$ cat src/rtl/bc_fir_pkg.sv
// Shared constants, types, coefficient banks and saturation helper for the
// four-channel binary-computed FIR filter bank.
package bc_fir_pkg;

  localparam int unsigned N      = 8;
  localparam int unsigned ORDER  = 18;
  localparam int unsigned LENGTH = ORDER + 1;
  localparam int unsigned BANKS  = 4;
  localparam int unsigned CW     = 9;
  localparam int unsigned ACC_W  = 23;
  localparam int unsigned SW     = N + 1;   // sample / lane width
  localparam int unsigned FRAC   = 8;       // Q1.8 coefficient fraction bits

  typedef logic signed [SW-1:0]    sample_t;
  typedef logic signed [CW-1:0]    coef_t;
  typedef logic signed [ACC_W-1:0] acc_t;

  localparam acc_t SAT_MAX = 23'sd255;
  localparam acc_t SAT_MIN = -23'sd256;

  // Bank 0 lowpass (DC gain > 1), 1 bandpass, 2 highpass, 3 calibration delay.
  localparam coef_t COEF [BANKS][LENGTH] = '{
    '{-9'sd4, -9'sd6, -9'sd5, 9'sd0, 9'sd10, 9'sd24, 9'sd40, 9'sd56, 9'sd68,
      9'sd72,
      9'sd68, 9'sd56, 9'sd40, 9'sd24, 9'sd10, 9'sd0, -9'sd5, -9'sd6, -9'sd4},
    '{9'sd2, 9'sd0, -9'sd8, -9'sd12, 9'sd0, 9'sd20, 9'sd28, 9'sd0, -9'sd48,
      -9'sd60,
      -9'sd48, 9'sd0, 9'sd28, 9'sd20, 9'sd0, -9'sd12, -9'sd8, 9'sd0, 9'sd2},
    '{-9'sd2, 9'sd3, -9'sd4, 9'sd5, -9'sd8, 9'sd11, -9'sd16, 9'sd26, -9'sd56,
      9'sd200,
      -9'sd56, 9'sd26, -9'sd16, 9'sd11, -9'sd8, 9'sd5, -9'sd4, 9'sd3, -9'sd2},
    '{9'sd0, 9'sd0, 9'sd0, 9'sd0, 9'sd0, 9'sd0, 9'sd0, 9'sd0, 9'sd0,
      9'sd128,
      9'sd0, 9'sd0, 9'sd0, 9'sd0, 9'sd0, 9'sd0, 9'sd0, 9'sd0, 9'sd0}
  };

  // Clamp a scaled accumulator into the signed 9-bit lane range.
  function automatic sample_t sat9(input acc_t a);
    if (a > SAT_MAX)      return sample_t'(SAT_MAX[SW-1:0]);
    else if (a < SAT_MIN) return sample_t'(SAT_MIN[SW-1:0]);
    else                  return sample_t'(a[SW-1:0]);
  endfunction

endpackage

$ cat src/rtl/bc_filter_bank_if.sv
// Sample/lane bus of the filter bank.
//   in  : signed input sample, driven by the master
//   out : four concatenated signed lanes, lane b at out[9b+8:9b]
interface bc_filter_bank_if;
  import bc_fir_pkg::*;

  sample_t                in;
  logic [SW*BANKS-1:0]    out;

  modport master (output in, input out);
  modport slave  (input in, output out);
endinterface

$ cat src/rtl/bc_fir_mac.sv
// Combinational 19-tap multiply-accumulate, Q1.8 scale and saturate for one
// coefficient bank.
//   taps : s_0 (current input) .. s_18 (oldest sample)
//   y_c  : saturated lane value (combinational)
module bc_fir_mac
  import bc_fir_pkg::*;
#(
  parameter int unsigned BANK = 0
) (
  input  sample_t taps [LENGTH],
  output sample_t y_c
);

  localparam int unsigned PW = SW + CW;

  logic signed [PW-1:0] prod;
  acc_t                 acc;
  acc_t                 scaled;

  // 9x9 products are exact in 18 bits; 23-bit sum of 19 of them cannot overflow.
  always_comb begin
    acc  = '0;
    prod = '0;
    for (int unsigned k = 0; k < LENGTH; k++) begin
      prod = PW'(taps[k]) * PW'(COEF[BANK][k]);
      acc  = acc + ACC_W'(prod);
    end
    scaled = acc >>> FRAC;   // floor toward minus infinity
    y_c    = sat9(scaled);
  end

endmodule

$ cat src/rtl/bc_filter_bank.sv
// Four-channel binary-computed FIR filter bank: one shared delay line feeds
// four constant-coefficient MACs whose results are registered per lane.
//   clock : sampling clock, one sample per rising edge
//   reset : asynchronous active-high clear of history and outputs
//   bus   : slave side of the sample/lane bus (in, out)
module bc_filter_bank
  import bc_fir_pkg::*;
(
  input  logic              clock,
  input  logic              reset,
  bc_filter_bank_if.slave   bus
);

  // Only ORDER samples need storing: tap 0 is the sample arriving this edge.
  sample_t             x [ORDER];
  sample_t             taps [LENGTH];
  sample_t             y_c [BANKS];
  logic [SW*BANKS-1:0] out_r;

  // Tap vector as seen just before the edge shifts the line.
  always_comb begin
    taps[0] = bus.in;
    for (int unsigned k = 1; k < LENGTH; k++) begin
      taps[k] = x[k-1];
    end
  end

  // One MAC per coefficient bank.
  generate
    for (genvar b = 0; b < int'(BANKS); b++) begin : g_bank
      bc_fir_mac #(.BANK(b)) u_mac (
        .taps (taps),
        .y_c  (y_c[b])
      );
    end
  endgenerate

  // Delay line and lane registers.
  always_ff @(posedge clock or posedge reset) begin
    if (reset) begin
      for (int unsigned k = 0; k < ORDER; k++) begin
        x[k] <= '0;
      end
      out_r <= '0;
    end else begin
      x[0] <= bus.in;
      for (int unsigned k = 1; k < ORDER; k++) begin
        x[k] <= x[k-1];
      end
      for (int unsigned b = 0; b < BANKS; b++) begin
        out_r[b*SW +: SW] <= y_c[b];
      end
    end
  end

  assign bus.out = out_r;

endmodule

$ cat src/flat_wrapper.sv
// flat-port wrapper written by rule: the top's interface ports become plain ports
module bc_filter_bank_flat import bc_fir_pkg::*;
  (clock, reset, bus_in, bus_out);
  bc_filter_bank_if bus_i ();
  input  logic clock;
  input  logic reset;
  input wire logic [$bits(bus_i.in)-1:0] bus_in;
  output wire logic [$bits(bus_i.out)-1:0] bus_out;
  assign bus_i.in = bus_in;
  assign bus_out = bus_i.out;
  bc_filter_bank u_core (.clock(clock), .reset(reset), .bus(bus_i));
endmodule
$ cat config.mk
export PLATFORM = sky130hd
export DESIGN_NAME = bc_filter_bank_flat
export DESIGN_NICKNAME = d
export VERILOG_FILES = /design/src/rtl/bc_fir_pkg.sv /design/src/rtl/bc_filter_bank_if.sv /design/src/rtl/bc_fir_mac.sv /design/src/rtl/bc_filter_bank.sv /design/src/flat_wrapper.sv
export SDC_FILE = /design/constraint.sdc
export NUM_CORES = 2
export LEC_CHECK = 0
export CORE_MARGIN = 5
export CORE_UTILIZATION = 50
export CTS_BUF_LIST = sky130_fd_sc_hd__clkbuf_4 sky130_fd_sc_hd__clkbuf_8 sky130_fd_sc_hd__clkbuf_16
export CTS_CLUSTER_DIAMETER = 50
export DETAILED_ROUTE_END_ITERATION = 7
export PLACE_DENSITY = 0.66
export SYNTH_ARGS = -nofsm -noshare
export SYNTH_HDL_FRONTEND = slang
export SYNTH_SLANG_ARGS = --single-unit
$ cat constraint.sdc
create_clock -name clock -period 22.2 [get_ports clock]
set_input_delay 4.44 -clock clock [delete_from_list [all_inputs] [get_ports clock]]
set_output_delay 4.44 -clock clock [all_outputs]
set_load 0.01 [all_outputs]
# ---- Yosys cells after proc, flatten, opt, wreduce, memory -nomap -nowiden
# Cells that the tools add are included.
dict set report classes {
  mux 8
  multipliers 35
  magnitude_cmp 8
  add_sub_neg 58
}
# cell n
set op_table {}
lappend op_table {{multiplier 9 x 4 -> 13 bit (second input constant)} 16}
lappend op_table {{adder 23 x 18 -> 23 bit} 8}
lappend op_table {{adder 23 x 16 -> 23 bit} 7}
lappend op_table {{multiplier 9 x 3 -> 12 bit (second input constant)} 10}
lappend op_table {{adder 23 x 15 -> 23 bit} 5}
lappend op_table {{multiplier 9 x 5 -> 14 bit (second input constant)} 6}
lappend op_table {{2-to-1 mux 9 bit} 8}
lappend op_table {{adder 23 x 13 -> 23 bit} 3}
lappend op_table {{adder 23 x 14 -> 23 bit} 3}
lappend op_table {{adder 23 x 17 -> 23 bit} 3}
lappend op_table {{negator 9 -> 16 bit} 4}
lappend op_table {{negator 9 -> 15 bit} 4}
lappend op_table {{adder 22 x 16 -> 23 bit} 2}
lappend op_table {{greater-than comparator 15 x 9 -> 1 bit (second input constant)} 3}
lappend op_table {{less-than comparator 15 x 9 -> 1 bit (second input constant)} 3}
lappend op_table {{multiplier 9 x 6 -> 15 bit (second input constant)} 3}
lappend op_table {{adder 21 x 15 -> 22 bit} 2}
lappend op_table {{negator 9 -> 17 bit} 2}
lappend op_table {{negator 9 -> 14 bit} 2}
lappend op_table {{adder 22 x 14 -> 23 bit} 1}
lappend op_table {{adder 23 x 10 -> 23 bit} 1}
lappend op_table {{adder 23 x 12 -> 23 bit} 1}
lappend op_table {{adder 21 x 18 -> 22 bit} 1}
lappend op_table {{adder 20 x 13 -> 21 bit} 1}
lappend op_table {{10 further kinds} 10}
dict set report word_totals {
  in_bits 11
  wordCells 128
  reg_bits 198
  output_inout_bits 36
}

# ---- Logic depth before layout (Yosys ltp)
dict set report logic_depth {
  ltp_word 22
  ltp_mapped 38
  depth_no_buf 38
}

# ---- By module
# A second synthesis with hierarchy kept.
dict set report unflattened {
  cells_unflattened 4564
  area_unflattened_um2 45854.0
}
# mod seq_area_each_um2 area_per_inst_um2 instances cells_per_inst
set by_module_without_submodules {}
lappend by_module_without_submodules {{bc_fir_mac (u_core.g_bank[2].u_mac)} 0.0 15813.9 1 1665}
lappend by_module_without_submodules {{bc_fir_mac (u_core.g_bank[0].u_mac)} 0.0 14737.9 1 1554}
lappend by_module_without_submodules {{bc_fir_mac (u_core.g_bank[1].u_mac)} 0.0 10213.5 1 1129}
lappend by_module_without_submodules {bc_filter_bank 4954.8 4958.5 1 199}
lappend by_module_without_submodules {{bc_fir_mac (u_core.g_bank[3].u_mac)} 0.0 130.1 1 17}

# ---- Least setup slack after synthesis
# No wires, ideal clock.
dict set report synth_path {
  kind {in2reg}
  start {in bus_in[3]}
  end {reg u_core.out_r[20], in the netlist u_core.bus.out[20]}
  slack_ps 10349
  cell_stages 24
  t_required_ps 22096
  path_buffers 0
  setup_ps 104
  t_arrival_ps 11747
  cell_sequence {nor4_1 nor3b_1 nand2_1 ha_1 fa_1 inv_1 fa_1 fa_1 fa_1 inv_1 fa_1 fa_1 fa_1 inv_1 fa_1 ha_1 and3_4 a221oi_2 a211oi_2 nor3_1 xor2_1 a211oi_2 nand4_2 a221oi_1}
}
dict set report synth_via {
  elab_chain_cells 22
  elab_cells_between_ends 23
  cone_classes {19 x add/sub; 2 x order compare; 2 x mux}
}
# item line
set synth_rtl {}
lappend synth_rtl {{start, declared} flat_wrapper.sv:7} ;# input wire logic [$bits(bus_i.in)-1:0] bus_in;
lappend synth_rtl {{negator 9 -> 17 bit (implied by the code) *} bc_fir_mac.sv:25} ;# prod = PW'(taps[k]) * PW'(COEF[BANK][k]);
lappend synth_rtl {{adder 18 x 12 -> 19 bit *} bc_fir_mac.sv:26} ;# acc = acc + ACC_W'(prod);
lappend synth_rtl {{adder 19 x 18 -> 20 bit *} bc_fir_mac.sv:26}
lappend synth_rtl {{adder 20 x 13 -> 21 bit *} bc_fir_mac.sv:26}
lappend synth_rtl {{adder 21 x 18 -> 22 bit *} bc_fir_mac.sv:26}
lappend synth_rtl {{adder 22 x 14 -> 23 bit *} bc_fir_mac.sv:26}
lappend synth_rtl {{adder 23 x 18 -> 23 bit *} bc_fir_mac.sv:26}
lappend synth_rtl {{adder 23 x 15 -> 23 bit *} bc_fir_mac.sv:26}
lappend synth_rtl {{[7 not listed]} --}
lappend synth_rtl {{adder 23 x 13 -> 23 bit *} bc_fir_mac.sv:26}
lappend synth_rtl {{adder 23 x 18 -> 23 bit *} bc_fir_mac.sv:26}
lappend synth_rtl {{adder 23 x 12 -> 23 bit *} bc_fir_mac.sv:26}
lappend synth_rtl {{adder 23 x 18 -> 23 bit *} bc_fir_mac.sv:26}
lappend synth_rtl {{less-than comparator 15 x 9 -> 1 bit} bc_fir_pkg.sv:40} ;# else if (a < SAT_MIN) return sample_t'(SAT_MIN[SW-1:0]);
lappend synth_rtl {{2-to-1 mux 9 bit} bc_fir_pkg.sv:40}
lappend synth_rtl {{2-to-1 mux 9 bit *} bc_fir_pkg.sv:39} ;# if (a > SAT_MAX) return sample_t'(SAT_MAX[SW-1:0]);
lappend synth_rtl {{net u_core.g_bank[2].u_mac.y_c[2]} bc_fir_mac.sv:11} ;# output sample_t y_c
lappend synth_rtl {{end signal, assigned by index} bc_filter_bank.sv:51} ;# out_r[b*SW +: SW] <= y_c[b];
lappend synth_rtl {{end, declared} bc_filter_bank.sv:18} ;# logic [SW*BANKS-1:0] out_r;
# Mark *: on every way through the listed nets, which the timed path passes. The rest lies on a longest branch.

# ---- Final worst setup path
dict set report layout_path {
  start {in bus_in[2]}
  end {reg u_core.out_r[22], in the netlist u_core.bus.out[22]}
}
# Same word-level chain as after synthesis.

==> impl_results.md <==
* Root Buffer: clkbuf_16
* Worst path arrival time at 13.81 ns
* Synth unique cells at 82
* H-tree lvl count at 4
* Top cell type's share of synthesized area at 38.9%
* EDFF count, synth at 0
* Area growth, synth to finish at 5.76%
* Slew HR at 24.2%
* Synth cell count leaders: inv_1, fa_1, ha_1
* Syn avg cell area at 10.3 um^2
* Max-slew violation count at 0
* Drt initial violations at 2174
* Syn_nets at 6003
* DR pass1 iterations at 6
* Nets at 6065
* Ratio of cells with drive above 1 in the final layout at 2.00%
* Largest net degree at the start of global routing at 86
* Mapped Cells at 4385
* Status: completed
* Die outline width at 310 um
* Post-DP HPWL at 115 mm
* Setup ws final at 8.82 ns
* Final Setup Violations at 0
* RSZ-0062 raised after global routing: no
* Number of I/O pins at 47
* Max-Cap Viols at 0
* Part of the cycle the worst path needs at 60.3%
* Fin. Hold Viols at 0
* Via count at 29100
* Top FF cell, synth: dfrtp_1
* Clock Path Buffers at 2
* Sequential share of the synthesized area at 11.0%
* Clk slew on worst S/H paths at 0.09 ns
* Wire per inst at 22.8 um
* Routed WL at 129 mm
* CTS Buf Count at 17
* Yosys reg bits at 198
* Post_cts resized at 0
* DP Area at 47000 um^2
* Least-Margin Pin Slew at 1.13 ns
* Antenna viol nets, final at 0
* Chip Height at 310 um
* GPL Wtd Cong at 1.00
* Post-route minimum period at 13.38 ns
* Worst-Skew Late Latency at 0.53 ns
* Hold-fix buffer count after cts at 0
* Async set-reset flop share out of synthesis at 100%
* Setup CP Type: input pin to register
* Setup crit end kind: register
* Overflow after GRT at 0
* FP Rows at 110
* Reg2Reg Depth at 36
* Worst min-delay path class: register to register
* Most area-hungry cell type in the Yosys netlist: fa_1
* Die Area at 96200 um^2
* Buffers added on ports at 46
* Design Area, Final at 47600 um^2
* Critical Path RT at 22.63 ns
* Clock sink count at 198
* Global-route wire length before repair at 195 mm
* Initial Util at 50.2%
* Antenna violations before repair at 3
* Setup tns final at 0 ns
* Clock Skews at 0.0159 ns
* CP Launch Type: input pin
* Vias in the first global route at 30700
* Detailed-route DRC error count at 0
* Peak Freq at 0.0748 GHz
* Hold path cells at 0
* Placeable Area at 89700 um^2
* GRT Total Usage at 28.0%
* Synth Warn # at 0
* Place WS at 8.42 ns
* Vias per inst at 5.15
* Largest cells by area after synthesis: fa_1, ha_1, inv_1
* Min Hold Slack at 0.488 ns
* Synthesized cell area at 45000 um^2
* CTS tree: yes
* Most common cell in the synthesized netlist: inv_1
* CP max FO at 8
* Postcts setup bufs at 0
[cell usage in the layout, fill, tap and decap left out, types with 66 or more instances in the layout]
master,n
inv_1,1348
fa_1,875
ha_1,732
xnor2_1,246
dfrtp_1,198
a21oi_1,151
nor2_1,98
nand2_1,78
xor2_1,78
o21ai_0,76
a21o_1,66
[area by class of cell]
class	instances	area (um^2)
inverters	1352	5080
diodes	3	7.51
clock inverters	10	145
repair buffers	58	551
clock buffers	22	475
fillers	8104	42100
multi-input cells	2820	34900
flip-flops and latches	198	4950
well taps	1176	1470
[metal layers]
metal  vias to the layer above  global-route usage (%)  wire [um]
met4                         2                    14.4       8260
li1                      13400                       -          -
met1                     14600                    38.4      54800
met3                       166                    4.47       7620
met2                       824                    43.5      58000
met5                         -                       0         10
[worst max-delay path: stages]
cell and delay, ns:
clkdlybuf4s50_1 0.58, nor4_1 0.88, nor3b_1 0.47, nand2_1 0.11
ha_1 0.33, fa_1 0.54, inv_1 0.05, fa_1 0.55
fa_1 0.45, fa_1 0.55, inv_1 0.05, fa_1 0.53
fa_1 0.45, fa_1 0.55, inv_1 0.05, fa_1 0.47
ha_1 0.36, and3_4 0.20, a221oi_2 0.67, a211oi_2 0.19
nor2_2 0.28, a21boi_2 0.11, xor2_2 0.29, nand4_2 0.29
a211oi_1 0.36
[logic make-up (layout without fill, tap and decap cells)]
logic type / Yosys count / count (layout) / share of synthesized area, %
buffers and inverters: 1367 / 1442 / 11.4
and+or+nand+nor: 385 / 385 / 4.46
muxes: 9 / 9 / 0.200
DFF: 198 / 198 / 11.0
xor gates and xnor gates: 328 / 328 / 6.50
AOI/OAI and AO/OA: 491 / 491 / 7.20
adders and majority gates: 1607 / 1607 / 59.2
other: 0 / 3 / 0
[flip-flops by register name (all words and copies together), names as in the netlist]
| signal | cells |
|---|---|
| u_core.taps | 162 |
| u_core.bus.out | 36 |
[worst paths after layout]
check | slack (ns) | start | to
worst min register to register | 0.49 | u_core.taps[68]$_DFF_PP0_ | u_core.taps[59]$_DFF_PP0_
max in group asynchronous | 16.36 | reset | u_core.taps[79]$_DFF_PP0_
worst max-delay path | 8.82 | bus_in[2] | u_core.bus.out[22]$_DFF_PP0_
worst min-delay path | 0.49 | u_core.taps[68]$_DFF_PP0_ | u_core.taps[59]$_DFF_PP0_
min in group asynchronous | 4.46 | reset | u_core.taps[137]$_DFF_PP0_
worst max register to register | 11.40 | u_core.taps[102]$_DFF_PP0_ | u_core.bus.out[22]$_DFF_PP0_
[through the flow]
step / utilization (%) / std cells
floorplan: - / 4385
global placement: 52.4 / 5604
detailed placement: 52.4 / 5604
CTS: 53.1 / 5636
global route: 53.1 / 5636
finish: 53.1 / 5639
Power is left out: the tool's default activity adds up to more than one toggle a clock period on the data nets, which glitch-free logic cannot reach.
